--- src/rtl/shift_right_seq_pkg.sv ---
// Shared shifter definitions: default widths and the FSM state encoding used by
// the right shifter, the left shifter and the ALU shift decode.
package shift_right_seq_pkg;

  localparam int WIDTH_DEF   = 16;
  localparam int SHAMT_W_DEF = 4;
  localparam int STEP_DEF    = 1;

  typedef enum logic [1:0] {
    IDLE  = 2'd0,
    SHIFT = 2'd1,
    DONE  = 2'd2
  } state_t;

endpackage

--- src/rtl/shift_right_step.sv ---
// One right-shift iteration by k (0..STEP), vacated top bits set to fill.
// Combinational, zero latency; no flow control.
module shift_right_step
  import shift_right_seq_pkg::*;
#(
  parameter int WIDTH = WIDTH_DEF,
  parameter int KW    = 1
) (
  input  logic [WIDTH-1:0] din,
  input  logic [KW-1:0]    k,
  input  logic             fill,
  output logic [WIDTH-1:0] dout
);

  logic [WIDTH-1:0] fill_mask;

  always_comb begin
    // Ones exactly in the k vacated MSB positions when filling with 1.
    fill_mask = fill ? ~({WIDTH{1'b1}} >> k) : '0;
    dout      = (din >> k) | fill_mask;
  end

endmodule

--- src/rtl/shift_right_seq.sv ---
// Iterative SRL/SRA, STEP bits per clock; result ceil(n/STEP) edges after accept.
// Single-entry: in_ready low in SHIFT/DONE, result held in DONE until out_ready.
module shift_right_seq
  import shift_right_seq_pkg::*;
#(
  parameter int WIDTH   = WIDTH_DEF,
  parameter int SHAMT_W = SHAMT_W_DEF,
  parameter int STEP    = STEP_DEF
) (
  input  logic               clk,
  input  logic               reset,
  input  logic               in_valid,
  output logic               in_ready,
  input  logic [WIDTH-1:0]   A,
  input  logic [SHAMT_W-1:0] shiftAmount,
  input  logic               arith,
  output logic               out_valid,
  input  logic               out_ready,
  output logic [WIDTH-1:0]   out,
  output logic               busy
);

  localparam int                 KW       = $clog2(STEP + 1);
  localparam logic [SHAMT_W-1:0] STEP_AMT = SHAMT_W'(STEP);

  state_t             state;
  logic [SHAMT_W-1:0] rem;
  logic               fill;
  logic [SHAMT_W-1:0] k_amt;
  logic [KW-1:0]      k;
  logic [WIDTH-1:0]   shifted;

  // The last iteration may be shorter than STEP.
  always_comb begin
    k_amt = (rem < STEP_AMT) ? rem : STEP_AMT;
    k     = KW'(k_amt);
  end

  shift_right_step #(
    .WIDTH (WIDTH),
    .KW    (KW)
  ) u_step (
    .din  (out),
    .k    (k),
    .fill (fill),
    .dout (shifted)
  );

  assign in_ready = !reset && (state == IDLE);

  always_ff @(posedge clk) begin
    if (reset) begin
      state     <= IDLE;
      out       <= '0;
      out_valid <= 1'b0;
      busy      <= 1'b0;
      rem       <= '0;
      fill      <= 1'b0;
    end else begin
      case (state)
        IDLE: begin
          if (in_valid) begin
            out  <= A;
            rem  <= shiftAmount;
            fill <= arith & A[WIDTH-1];
            busy <= 1'b1;
            if (shiftAmount == '0) begin
              state     <= DONE;
              out_valid <= 1'b1;
            end else begin
              state <= SHIFT;
            end
          end
        end
        SHIFT: begin
          out <= shifted;
          rem <= rem - k_amt;
          if (rem == k_amt) begin
            state     <= DONE;
            out_valid <= 1'b1;
          end
        end
        DONE: begin
          if (out_ready) begin
            state     <= IDLE;
            out_valid <= 1'b0;
            busy      <= 1'b0;
          end
        end
        default: begin
          state     <= IDLE;
          out_valid <= 1'b0;
          busy      <= 1'b0;
        end
      endcase
    end
  end

endmodule

--- config.mk ---
export PLATFORM = sky130hd
export DESIGN_NAME = shift_right_seq
export DESIGN_NICKNAME = d
export VERILOG_FILES = /design/src/rtl/shift_right_seq_pkg.sv /design/src/rtl/shift_right_step.sv /design/src/rtl/shift_right_seq.sv
export SDC_FILE = /design/constraint.sdc
export NUM_CORES = 1
export LEC_CHECK = 0
export BUFFER_PORTS_ARGS = -buffer_cell sky130_fd_sc_hd__buf_4
export CAP_MARGIN = 40
export CORE_MARGIN = 8
export CORE_UTILIZATION = 30
export DETAILED_ROUTE_END_ITERATION = 10
export GPL_ROUTABILITY_DRIVEN = 1
export SLEW_MARGIN = 20
export SYNTH_ARGS = -nofsm -noshare
export SYNTH_HDL_FRONTEND = slang
export SYNTH_HIERARCHICAL = 1
export SYNTH_SLANG_ARGS = --single-unit
--- constraint.sdc ---
create_clock -name clk -period 2.2 [get_ports clk]
set_clock_uncertainty 0.1 [all_clocks]
set_input_delay 0.11 -clock clk [delete_from_list [all_inputs] [get_ports clk]]
set_output_delay 0.11 -clock clk [all_outputs]
set_load 0.01 [all_outputs]
==> results.sh, run 1 <==
export IMPL_run_status="finished clean"
export IMPL_path_clk_slew_ns=0.09
export IMPL_timing_final_crit_period_ns=1.91
export IMPL_critical_path_max_stage_delay_ns=0.45
export IMPL_cp_arrival_ns=1.97
export IMPL_totalWireLength_um=3490
export IMPL_tritoncts="built"
export IMPL_grt_max_degree=35
export IMPL_worstSetupStartpointType="register"
export IMPL_p_sw_mw=0.559
export IMPL_power_sequential_fraction_pct=37.6
export IMPL_number_of_synthesized_register_bits=25
export IMPL_critPathRequiredTime_ns=2.27
export IMPL_slew_headroom_pct=68.2
export IMPL_post_route_util_pct=39.6
export IMPL_power_static_leakage_nw=0.809
export IMPL_power_switching_fraction_pct=34.4
export IMPL_timing_worst_slew_pin_value_ns=0.475
export IMPL_min_path_type="input pin to register"
export IMPL_post_route_setup_tns_ns=0
export IMPL_max_freq_mhz=524
export IMPL_cts_hold_buffers_added=0
export IMPL_irDropWorstVdd_mv=0.312
export IMPL_grt_setup_unrepaired="false"
export IMPL_synth_edf_count=0
export IMPL_cts_sink_count=25
export IMPL_internal_power_mw=1.06
export IMPL_share_of_post_route_cells_with_drive_strength_above_1_pct=41.9
export IMPL_cap_violations=0
export IMPL_grt_antenna_before_repair=0
export IMPL_tritoncts_num_buffers=3
export IMPL_mappedNetlistNets=174
export IMPL_global_route_overflow_total=0
export IMPL_violation_count_after_the_first_detailed_routing_iteration=51
export IMPL_asyncSetResetFlopFracSynth_pct=0
export IMPL_timing_critical_path_cells="nor3_1 -> or2_2 -> ha_1 -> or3b_2 -> a22o_4 -> and3b_1"
export IMPL_clockPowerShare_pct=17.0
export IMPL_syn_area_um2=1480
export IMPL_htree_levels=1
export IMPL_place_detailed_hpwl_um=2520
export IMPL_layout_nets=214
export IMPL_via_count=1175
export IMPL_floorplan_initialDensity_pct=31.2
export IMPL_clkLatencyLatePin_ns=0.27
export IMPL_fillerInstances=515
export IMPL_cells_resized_by_post_cts_repair=0
export IMPL_syn_instance_count=147
export IMPL_flow_area_growth_from_synthesis_pct=27.0
export IMPL_synth_seq_area_share_pct=33.8
export IMPL_drt_vias_per_instance=4.64
export IMPL_fp_dieW_um=86.3
export IMPL_mostFrequentLayoutCell="buf_4"
export IMPL_global_route_wire_length_before_repair_um=5930
export IMPL_synth_avg_cell_area_um2=10.1
export IMPL_postSynth_topFlopCell="dfxtp_1"
export IMPL_drc=0
export IMPL_floorplan_rows=25
export IMPL_timing_critical_path_fanout_max=4
export IMPL_port_buffers=43
export IMPL_first_pass_iters=3
export IMPL_dieArea_um2=7440
export IMPL_clk_path_buf_depth=2
export IMPL_critical_path_class="register to register"
export IMPL_synth_distinct_cells=37
export IMPL_ys_warnings_count=6
export IMPL_die_height_um=86.3
export IMPL_worst_path_max_delay_cell="or3b_2"
export IMPL_grt_total_usage_pct=9.73
export IMPL_weighted_congestion_at_the_end_of_routability_driven_global_placement=0.776
export IMPL_ant_diodes=0
export IMPL_end_kind="register"
export IMPL_final_min_period_over_clock_period_pct=86.7
export IMPL_p_per_area_nw_per_um2=863
export IMPL_drtAntennaViolNets=0
export IMPL_timing_max_transition_violations_final=0
export IMPL_report_final_hold_viol_count=0
export IMPL_wire_per_inst_um=13.8
export IMPL_combPwrFrac_pct=45.5
export IMPL_io_pins=44
export IMPL_post_route_setup_slack_ns=0.292
export IMPL_layout_cells_most_common_list="buf_4, dfxtp_1, nor2_1"
export IMPL_core_area_um2=4750
export IMPL_finalSetupViolations=0
export IMPL_clk_root_buffer_cell="clkbuf_8"
export IMPL_vias_in_the_first_global_route=1206
export IMPL_dp_worst_setup_slack_ns=0.284
export IMPL_cts_post_setup_buffers_inserted=0
-- cell families after synthesis --
kind of cell | count (synthesis) | share of synthesized area [%]
AO/OA/AOI/OAI | 32 | 17.1
adder cells (fa/ha/maj) | 2 | 1.69
buffers and inverters | 16 | 6.84
flip-flops | 25 | 33.8
multiplexers | 33 | 26.2
AND/OR/NAND/NOR | 39 | 14.4
-- metal layers --
metal  routed length (um)  track usage [%]  up-vias
met2                 1510             14.3       24
met4                   18             2.82        0
met3                  158             2.74        2
met1                 1810             13.3      537
li1                     -                -      612
met5                    0                0        -
-- cells in the mapped netlist, types with 2 or more instances --
| library cell | n | area, um2 |
|---|---|---|
| a211o_1 | 2 | 17.5 |
| a211oi_1 | 18 | 135 |
| a21oi_1 | 5 | 25.0 |
| buf_2 | 5 | 25.0 |
| buf_4 | 3 | 22.5 |
| clkbuf_1 | 2 | 7.51 |
| dfxtp_1 | 25 | 500 |
| ha_1 | 2 | 25.0 |
| inv_1 | 3 | 11.3 |
| mux2_2 | 6 | 67.6 |
| mux2_4 | 10 | 150 |
| mux2i_1 | 17 | 170 |
| nand2_1 | 2 | 7.51 |
| nand3_1 | 2 | 10.0 |
| nor2_1 | 19 | 71.3 |
| nor3_1 | 4 | 20.0 |
| or3b_2 | 2 | 17.5 |
-- worst paths after layout --
path / from / end / slack (ns) / depth (start not counted)
setup / recovery: rem[1]$_SDFFE_PP0P_ / state[0]$_SDFFE_PP0P_ / 0.29 / 6
hold / removal: shiftAmount[3] / rem[3]$_SDFFE_PP0P_ / 0.009 / 3
setup reg to reg: rem[1]$_SDFFE_PP0P_ / state[0]$_SDFFE_PP0P_ / 0.29 / 6
hold reg to reg: fill$_SDFFE_PP0P_ / fill$_SDFFE_PP0P_ / 0.37 / 2
-- power groups by stage --
stage          sequential [mW]  clock (mW)  combinational (mW)
2_1_floorplan            0.628           0               0.551
4_1_cts                  0.612       0.285               0.751
3_3_place_gp             0.621           0               0.741
3_5_place_dp             0.621           0               0.747
6_report                 0.610       0.276               0.738
5_1_grt                  0.629       0.308               0.813
-- final cells by class --
cell class              instances  area (um2)  area share (%)
clock buffers                   3        41.3            2.19
clock inverters                 1        5.00           0.266
inverters                       3        11.3           0.598
multi-input cells             106         880            46.7
flip-flops and latches         25         500            26.6
well taps                      67        83.8            4.45
repair buffers                 48         360            19.1
-- sequential cells by signal (all words and copies together) (netlist names) --
name	count
out	16
out_valid	1
rem	4
fill	1
busy	1
state	2
-- critical path: cells and delay by family, from the launching register on --
kind | cells | cell delay (ns)
AND/OR/NAND/NOR | 4 | 0.99
AO/OA/AOI/OAI | 1 | 0.25
adder cells (fa/ha/maj) | 1 | 0.13
flip-flops | 1 | 0.34
-- metrics by stage --
step / total power [mW] / std cells / hold WS (ns) / area, um2
after floorplan: 1.18 / 147 / 0.146 / 1480
after global placement: 1.36 / 249 / 0.297 / 1840
after detailed placement: 1.37 / 249 / 0.295 / 1840
after CTS: 1.65 / 253 / 0.00429 / 1880
after global routing: 1.75 / 253 / 0.0147 / 1880
final: 1.62 / 253 / 0.00884 / 1880
Note: power is estimated with default switching activity, not from simulation.
==> run 2: changes to the inputs <==
Settings changed: CORE_UTILIZATION 30 to 33.
==> results.sh, run 2 (synthesis results as in run 1) <==
export IMPL_placed_cells_incl_taps=233
export IMPL_wire_per_inst_um=15.5
export IMPL_via_count=1229
export IMPL_timing_max_transition_violations_final=0
export IMPL_layout_cells_most_common_list="buf_4, dfxtp_1, nor2_1"
export IMPL_core_area_um2=4350
export IMPL_violation_count_after_the_first_detailed_routing_iteration=47
export IMPL_grt_antenna_before_repair=0
export IMPL_fillerInstances=421
export IMPL_power_static_leakage_nw=0.805
export IMPL_ff2ff_path_depth=6
export IMPL_area_sequential_um2=500
export IMPL_critPathRequiredTime_ns=2.27
export IMPL_cells_resized_by_post_cts_repair=0
export IMPL_critical_path_startpoint="rem[1]$_SDFFE_PP0P_"
export IMPL_cts_hold_buffers_added=0
export IMPL_timing_worst_slew_pin_value_ns=0.474
export IMPL_drtAntennaViolNets=0
export IMPL_r2r_start="rem[1]$_SDFFE_PP0P_"
export IMPL_port_buffers=43
export IMPL_end_kind="register"
export IMPL_cap_violations=0
export IMPL_hold_path_startpoint="shiftAmount[3]"
export IMPL_worstSetupStartpointType="register"
export IMPL_vias_in_the_first_global_route=1304
export IMPL_grt_max_degree=35
export IMPL_max_freq_mhz=519
export IMPL_floorplan_rows=24
export IMPL_reg_largest_list="out: 16 flops, rem: 4 flops, state: 2 flops"
export IMPL_path_clk_slew_ns=0.09
export IMPL_timing_critical_path_cells="nor3_1 -> or2_2 -> ha_1 -> or3b_2 -> a22o_4 -> and3b_1"
export IMPL_p_per_area_nw_per_um2=879
export IMPL_layoutNonFillerInstCount=237
export IMPL_totalWireLength_um=3670
export IMPL_clk_root_buffer_cell="clkbuf_8"
export IMPL_slew_headroom_pct=68.2
export IMPL_min_path_cells=3
export IMPL_layout_nets=213
export IMPL_registers_top_by_ff_count="out"
export IMPL_weighted_congestion_at_the_end_of_routability_driven_global_placement=0.789
export IMPL_die_height_um=83
export IMPL_tritoncts="built"
export IMPL_dieArea_um2=6890
export IMPL_timing_final_crit_period_ns=1.93
export IMPL_global_route_wire_length_before_repair_um=5930
export IMPL_critical_path_class="register to register"
export IMPL_mostFrequentLayoutCell="buf_4"
export IMPL_drc=0
export IMPL_run_status="finished clean"
export IMPL_first_pass_iters=4
export IMPL_finalSetupViolations=0
export IMPL_worst_path_max_delay_cell="or3b_2"
export IMPL_irDropWorstVdd_mv=0.332
export IMPL_clk_path_buf_depth=2
export IMPL_grt_total_usage_pct=10.0
export IMPL_io_pins=44
export IMPL_report_final_hold_viol_count=0
export IMPL_fp_dieW_um=83
export IMPL_ant_diodes=0
export IMPL_min_path_type="input pin to register"
export IMPL_post_route_setup_tns_ns=0
export IMPL_timing_critical_path_fanout_max=4
export IMPL_htree_levels=1
export IMPL_critical_path_max_stage_delay_ns=0.45
export IMPL_floorplan_initialDensity_pct=34.0
export IMPL_cts_post_setup_buffers_inserted=0
export IMPL_multi_input_area_um2=880
export IMPL_final_min_period_over_clock_period_pct=87.6
export IMPL_cts_sink_count=25
export IMPL_clkLatencyLatePin_ns=0.27
export IMPL_grt_setup_unrepaired="false"
export IMPL_cp_arrival_ns=2.00
export IMPL_flow_area_growth_from_synthesis_pct=26.0
export IMPL_drt_vias_per_instance=5.19
export IMPL_tritoncts_num_buffers=3
export IMPL_largest_register_ffs=16
export IMPL_place_detailed_hpwl_um=2680
export IMPL_global_route_overflow_total=0
export IMPL_share_of_post_route_cells_with_drive_strength_above_1_pct=41.1
## run 2: cell count changes in the layout (fill, tap and decap cells not counted)
cell / delta
buf_4: -2
clkinv_2: -1
buf_12: +1
clkbuf_1: +1
## run 2: worst max-delay path, delay by kind of cell (launching register included)
family,cells,cell delay (ns)
adder cells (fa/ha/maj),1,0.13
AO/OA/AOI/OAI,1,0.25
flip-flops,1,0.35
AND/OR/NAND/NOR,4,1.02
## run 2: per-stage QoR
step                      hold WS (ns)  area, um2  setup WS [ns]  util (%)  power (mW)
after floorplan                  0.146       1480          0.399         -        1.18
after global placement           0.289       1820          0.362      41.8        1.35
after detailed placement         0.293       1820          0.272      41.8        1.38
after CTS                      0.00595       1870          0.265      42.9        1.65
after global routing           0.00733       1870          0.173      42.9        1.74
final                          0.00810       1870          0.273      42.9        1.64
## run 2: worst paths after layout
kind                           end  slack [ns]
max          state[0]$_SDFFE_PP0P_        0.27
max reg2reg  state[0]$_SDFFE_PP0P_        0.27
min reg2reg      fill$_SDFFE_PP0P_        0.38
min            rem[3]$_SDFFE_PP0P_       0.008
## run 2: layout make-up
class                   count  area share, %
multi-input cells         106           47.1
inverters                   3          0.603
flip-flops and latches     25           26.8
clock buffers               4           2.41
well taps                  52           3.49
repair buffers             47           19.6
## run 2: power by group
group	internal [mW]	total, mW	switching (mW)
Sequential	0.533	0.620	0.0872
Combinational	0.409	0.745	0.335
Clock	0.129	0.276	0.146
Total	1.07	1.64	0.569
## run 2: layer usage
layer | vias to the layer above | share of wire, % | GRT usage [%]
met5 | - | 0 | 0
met4 | 0 | 0.76 | 3.04
met3 | 5 | 7.4 | 4.00
met2 | 34 | 44 | 16.1
met1 | 577 | 47 | 11.8
li1 | 613 | - | -
